**config.mk**
```make
export PLATFORM = sky130hd
export DESIGN_NAME = id_ex_stage
export DESIGN_NICKNAME = d
export VERILOG_FILES = /design/src/rtl/alu_pkg.sv /design/src/rtl/id_ex_stage_fwd_mux.sv /design/src/rtl/id_ex_stage.sv
export SDC_FILE = /design/constraint.sdc
export NUM_CORES = 1
export LEC_CHECK = 0
export BUFFER_PORTS_ARGS = -buffer_cell sky130_fd_sc_hd__buf_2
export CORE_MARGIN = 4
export CORE_UTILIZATION = 53
export CTS_BUF_LIST = sky130_fd_sc_hd__clkbuf_8
export DETAILED_ROUTE_END_ITERATION = 10
export PLACE_DENSITY = 0.83
export SKIP_CTS_REPAIR_TIMING = 1
export SLEW_MARGIN = 20
export SYNTH_ARGS = -nofsm -noshare
export SYNTH_HDL_FRONTEND = slang
export SYNTH_HIERARCHICAL = 1
export SYNTH_SLANG_ARGS = --single-unit
export TNS_END_PERCENT = 5
```
**constraint.sdc**
```tcl
create_clock -name clk -period 2.93 [get_ports clk]
set_input_delay 0.586 -clock clk [delete_from_list [all_inputs] [get_ports clk]]
set_output_delay 0.586 -clock clk [all_outputs]
set_load 0.05 [all_outputs]
```
**src/rtl/alu_pkg.sv**
```systemverilog
// alu_pkg: funct codes, default widths and forwarding-select encoding shared by the ID/EX stage and ALU.
package alu_pkg;
  localparam int DEF_DATA_W = 32;
  localparam int DEF_RA_W   = 5;
  localparam logic [5:0] FUNCT_ADDU = 6'h09;
  localparam logic [5:0] FUNCT_SUBU = 6'h0A;
  localparam logic [5:0] FUNCT_AND  = 6'h11;
  localparam logic [5:0] FUNCT_SLL  = 6'h21;
  typedef enum logic [1:0] {
    FWD_NONE  = 2'd0,
    FWD_EXMEM = 2'd1,
    FWD_MEMWB = 2'd2
  } fwd_sel_e;
endpackage

```
**src/rtl/id_ex_stage_fwd_mux.sv**
```systemverilog
// fwd_mux: picks the youngest in-flight producer of a source register, falling back to the held value.
module fwd_mux import alu_pkg::*; #(
  parameter int DATA_W = DEF_DATA_W,
  parameter int RA_W   = DEF_RA_W
) (
  input  logic [RA_W-1:0]   src_addr_i,
  input  logic [DATA_W-1:0] held_data_i,
  input  logic              exmem_reg_write_i,
  input  logic [RA_W-1:0]   exmem_rd_addr_i,
  input  logic [DATA_W-1:0] exmem_result_i,
  input  logic              memwb_reg_write_i,
  input  logic [RA_W-1:0]   memwb_rd_addr_i,
  input  logic [DATA_W-1:0] memwb_result_i,
  output logic [DATA_W-1:0] data_o,
  output fwd_sel_e          sel_o
);
  logic exmem_hit, memwb_hit;
  // r0 is hardwired zero, so a "write" to it must never be forwarded
  assign exmem_hit = exmem_reg_write_i && (exmem_rd_addr_i != '0) && (exmem_rd_addr_i == src_addr_i);
  assign memwb_hit = memwb_reg_write_i && (memwb_rd_addr_i != '0) && (memwb_rd_addr_i == src_addr_i);
  assign sel_o  = exmem_hit ? FWD_EXMEM : memwb_hit ? FWD_MEMWB : FWD_NONE;
  assign data_o = exmem_hit ? exmem_result_i : memwb_hit ? memwb_result_i : held_data_i;
endmodule

```
**src/rtl/id_ex_stage.sv**
```systemverilog
// id_ex_stage: registers decoded operands/control ahead of the ALU, with forwarding, stall and flush.
module id_ex_stage import alu_pkg::*; #(
  parameter int DATA_W = DEF_DATA_W,
  parameter int RA_W   = DEF_RA_W
) (
  input  logic              clk,
  input  logic              rst_n,
  input  logic              in_valid,
  input  logic [DATA_W-1:0] in_rs_data,
  input  logic [DATA_W-1:0] in_rt_data,
  input  logic [RA_W-1:0]   in_rs_addr,
  input  logic [RA_W-1:0]   in_rt_addr,
  input  logic [RA_W-1:0]   in_rd_addr,
  input  logic [4:0]        in_shamt,
  input  logic [5:0]        in_funct,
  input  logic              in_reg_write,
  input  logic              stall,
  input  logic              flush,
  input  logic              exmem_reg_write,
  input  logic              memwb_reg_write,
  input  logic [RA_W-1:0]   exmem_rd_addr,
  input  logic [RA_W-1:0]   memwb_rd_addr,
  input  logic [DATA_W-1:0] exmem_result,
  input  logic [DATA_W-1:0] memwb_result,
  output logic              ex_valid,
  output logic [DATA_W-1:0] ex_src1,
  output logic [DATA_W-1:0] ex_src2,
  output logic [4:0]        ex_shamt,
  output logic [5:0]        ex_funct,
  output logic [RA_W-1:0]   ex_rd_addr,
  output logic              ex_reg_write,
  output logic [1:0]        fwd_src1_sel,
  output logic [1:0]        fwd_src2_sel
);
  typedef struct packed {
    logic              valid;
    logic [DATA_W-1:0] rs_data;
    logic [DATA_W-1:0] rt_data;
    logic [RA_W-1:0]   rs_addr;
    logic [RA_W-1:0]   rt_addr;
    logic [RA_W-1:0]   rd_addr;
    logic [4:0]        shamt;
    logic [5:0]        funct;
    logic              reg_write;
  } stage_t;
  stage_t stage_q, stage_d;
  logic [DATA_W-1:0] rs_fwd, rt_fwd;
  fwd_sel_e rs_sel, rt_sel;
  logic is_sll;
  fwd_mux #(.DATA_W(DATA_W), .RA_W(RA_W)) u_fwd_rs (
    .src_addr_i(stage_q.rs_addr), .held_data_i(stage_q.rs_data),
    .exmem_reg_write_i(exmem_reg_write), .exmem_rd_addr_i(exmem_rd_addr), .exmem_result_i(exmem_result),
    .memwb_reg_write_i(memwb_reg_write), .memwb_rd_addr_i(memwb_rd_addr), .memwb_result_i(memwb_result),
    .data_o(rs_fwd), .sel_o(rs_sel)
  );
  fwd_mux #(.DATA_W(DATA_W), .RA_W(RA_W)) u_fwd_rt (
    .src_addr_i(stage_q.rt_addr), .held_data_i(stage_q.rt_data),
    .exmem_reg_write_i(exmem_reg_write), .exmem_rd_addr_i(exmem_rd_addr), .exmem_result_i(exmem_result),
    .memwb_reg_write_i(memwb_reg_write), .memwb_rd_addr_i(memwb_rd_addr), .memwb_result_i(memwb_result),
    .data_o(rt_fwd), .sel_o(rt_sel)
  );
  // a stall refreshes held operands so they survive the producer retiring past WB
  always_comb begin
    stage_d = stage_q;
    if (flush) stage_d = '0;
    else if (stall) begin
      stage_d.rs_data = rs_fwd;
      stage_d.rt_data = rt_fwd;
    end else
      stage_d = '{valid: in_valid, rs_data: in_rs_data, rt_data: in_rt_data,
                  rs_addr: in_rs_addr, rt_addr: in_rt_addr, rd_addr: in_rd_addr,
                  shamt: in_shamt, funct: in_funct, reg_write: in_reg_write & in_valid};
  end
  always_ff @(posedge clk or negedge rst_n)
    if (!rst_n) stage_q <= '0;
    else stage_q <= stage_d;
  assign is_sll       = stage_q.funct == FUNCT_SLL;
  assign ex_valid     = stage_q.valid;
  assign ex_src1      = !stage_q.valid ? '0 : is_sll ? rt_fwd : rs_fwd;
  assign ex_src2      = (!stage_q.valid || is_sll) ? '0 : rt_fwd;
  assign ex_funct     = stage_q.valid ? stage_q.funct : '0;
  assign ex_shamt     = stage_q.shamt;
  assign ex_rd_addr   = stage_q.rd_addr;
  assign ex_reg_write = stage_q.reg_write & stage_q.valid;
  assign fwd_src1_sel = rs_sel;
  assign fwd_src2_sel = rt_sel;
endmodule
```
==> impl_metrics.json <==
{
  "status": "complete, but fails checks",
  "violations": "setup timing",
  "cp.required_ns": 2.34,
  "timing_worst_setup_path_type": "reg2out",
  "track_usage": 0.319,
  "synth_top_area_cell": "dfrtp_1",
  "rsz0062_at_grt": "true",
  "synth_edf_count": 0,
  "hp-class": "in2async",
  "grt-ovfl-total": 0,
  "yosysWarnings": 6,
  "synth.avg_cell_area_um2": 9.21,
  "tightest_slew_ns": 1.03,
  "combinationalPowerShare": 0.375,
  "nNetsFinal": 1264,
  "dr.pass1.iters": 6,
  "die_h_um": 128,
  "max_freq_mhz": 284,
  "drive_gt1_frac": 0.483,
  "crit_end": "ex_src1[11]",
  "synthFlopType": "dfrtp_1",
  "critPathMaxFanout": 8,
  "slew_viol_final": 0,
  "fin_ws_ns": -0.586,
  "postLayoutCoreUtil": 0.763,
  "peakVddDrop_v": 0.000312,
  "cts_root_buf": "clkbuf_8",
  "p_seq_frac": 0.377,
  "wl_per_cell_um": 23.3,
  "cts_tree": "yes",
  "antenna_found_initial": 2,
  "switching_share": 0.371,
  "p_leak_nw": 4.71,
  "clock_skew_ns": 0.0130,
  "slowest_stage": "or4b_2",
  "r2r-start": "stage_q[19]",
  "netlist_top_cells_count": "mux2i_1 (122), nor2_1 (96), dfrtp_1 (92)",
  "dp.final_hpwl_um": 18500,
  "syn_inst": 835,
  "layout_min_cycle_time_ns": 3.52,
  "final_cells": 1279,
  "placed_cells": 1254,
  "dr_total_vias": 8570,
  "slew_headroom": 0.312,
  "drc_errors": 0,
  "fp-row-count": 43,
  "syn_area_um2": 7690,
  "yosysTopAreaCellShare": 0.299,
  "async_flop_share": 1.00,
  "drtIter0Drc": 984,
  "drt_wl_total_um": 29800,
  "area_delta_synth_final_pct": 39.3,
  "dpl-instance-area_um2": 9580,
  "grt_max_degree": 93,
  "insertion_delay_ns": 0.38,
  "vias_per_cell": 6.70,
  "cts_num_sinks": 92,
  "nFillCells": 893,
  "worstPathCellList": "buf_4 -> xnor2_4 -> nand3_4 -> clkbuf_16 -> or4b_2 -> a31oi_4 -> nand2_1 -> mux2i_2 -> buf_6",
  "synth_cell_types": 35,
  "port_buffers": 257,
  "crit_start": "stage_q[19]",
  "p_sw_mw": 1.36,
  "finalCritPeriodShare": 1.20,
  "synth_seq_cells": 92,
  "drtAntennaViolNets": 0,
  "grt_pass1_vias": 7953,
  "numCtsBuffers": 9,
  "max_stage_delay_ns": 0.68,
  "cp-start-kind": "flip-flop",
  "dp_slack_ns": -0.408,
  "synthTopCellsByArea": "dfrtp_1 (30%), mux2i_1 (16%), o31ai_1 (6.3%)",
  "reg2regPathDepth": 10,
  "worstPathArrival_ns": 2.93,
  "setup-violations-final": 66,
  "power-per-cell-area_nw_per_um2": 343,
  "r2r_end": "stage_q[29]",
  "clock_path_buffers": 2,
  "path_clk_slew_ns": 0.10,
  "yosysSeqAreaShare": 0.299,
  "design.die.area_um2": 16500,
  "maxCapViolations": 0,
  "coreArea_um2": 14000,
  "hold_violations": 0,
  "clockPowerShare": 0.247,
  "gp_congestion": 0.912,
  "htree_levels": 3,
  "syn_nets": 1007,
  "ios": 258,
  "die_w_um": 128,
  "finalInstanceArea_um2": 10700,
  "start_util": 0.547,
  "grt_pass1_wl_um": 42100,
  "p_int_mw": 2.31,
  "reg2reg_slack_ns": 0.38,
  "synthMostInstantiatedCell": "mux2i_1",
  "crit_path_end_kind": "primary output"
}
## placed cells by master, fill, tap and decap left out, drive strengths merged
| cell type | count |
|---|---|
| nor4b | 1 |
| mux2i | 122 |
| clkinv | 3 |
| or4 | 4 |
| o31ai | 64 |
| nand3b | 1 |
| diode | 2 |
| nand3 | 4 |
| a22oi | 1 |
| inv | 3 |
| clkinvlp | 2 |
| a31oi | 64 |
| clkbuf | 17 |
| nor2 | 96 |
| nor4 | 66 |
| or3 | 2 |
| dfrtp | 92 |
| nor2b | 1 |
| bufinv | 1 |
| buf | 356 |
| or4b | 64 |
| and3b | 1 |
| and2 | 11 |
| a21oi | 5 |
| nand2 | 68 |
| xnor2 | 16 |
| and3 | 32 |
## worst min path at each step
stage / endpoint / cells past startpoint
6_report: stage_q[51] / 1
5_1_grt: stage_q[51] / 1
4_1_cts: stage_q[51] / 1
3_5_place_dp: ex_rd_addr[4] / 2
3_3_place_gp: ex_rd_addr[1] / 2
2_1_floorplan: ex_rd_addr[0] / 0
## power by group through the flow
stage | clock network [mW] | logic, mW | registers [mW]
after floorplan | 0 | 0.752 | 1.40
after global placement | 0 | 1.17 | 1.41
after detailed placement | 0 | 1.20 | 1.41
after CTS | 0.919 | 1.21 | 1.38
after global routing | 0.972 | 1.45 | 1.39
final | 0.909 | 1.38 | 1.39
## stage by stage
| step | power [mW] | setup TNS [ns] | hold WS [ns] |
|---|---|---|---|
| floorplan | 2.15 | -5.66 | 0.290 |
| global route | 3.82 | -33.51 | 0.300 |
| CTS | 3.51 | -37.32 | 0.256 |
| detailed placement | 2.61 | -20.18 | 0.509 |
| finish | 3.68 | -27.73 | 0.247 |
| global placement | 2.58 | -14.93 | 0.501 |
## routing by layer
metal / routed length (µm) / GRT usage / vias to the layer above
li1: - / - / 3642
met1: 10800 / 0.401 / 4030
met2: 14200 / 0.539 / 722
met3: 3410 / 0.0702 / 172
met4: 1390 / 0.117 / 4
met5: 21 / 0 / -
## kinds of logic (layout without fill, tap and decap cells)
| logic type | Yosys count | in the layout | share of synthesized area |
|---|---|---|---|
| AND/OR/NAND/NOR | 351 | 351 | 0.268 |
| AO/OA/AOI/OAI | 134 | 134 | 0.154 |
| multiplexers | 122 | 122 | 0.159 |
| buffers and inverters | 120 | 382 | 0.102 |
| flip-flops | 92 | 92 | 0.299 |
| XOR/XNOR | 16 | 16 | 0.0182 |
| other | 0 | 2 | 0 |
## registers in the layout (all words and copies together) (netlist names)
name and cells:
ex_rd_addr 5, ex_shamt 5, ex_valid 1, stage_q 81
## worst max-delay path: cells and delay by family, from the launching register on
kind	cells	cell delay (ns)
mux	1	0.23
simple gates	3	0.96
xor+xnor	1	0.18
buf+inv	3	0.59
flops	1	0.40
compound gates	1	0.19
## area by class of cell
| class | count | area, µm² | area share |
|---|---|---|---|
| tap | 180 | 225 | 0.0210 |
| inverter | 2 | 7.51 | 0.000701 |
| sequential | 92 | 2300 | 0.215 |
| clock buffer | 9 | 124 | 0.0116 |
| antenna | 2 | 5.00 | 0.000467 |
| multi-input combinational | 623 | 5180 | 0.484 |
| clock inverter | 7 | 76.3 | 0.00713 |
| timing repair buffer | 364 | 2790 | 0.260 |
Power figures use the tool's default switching activity.
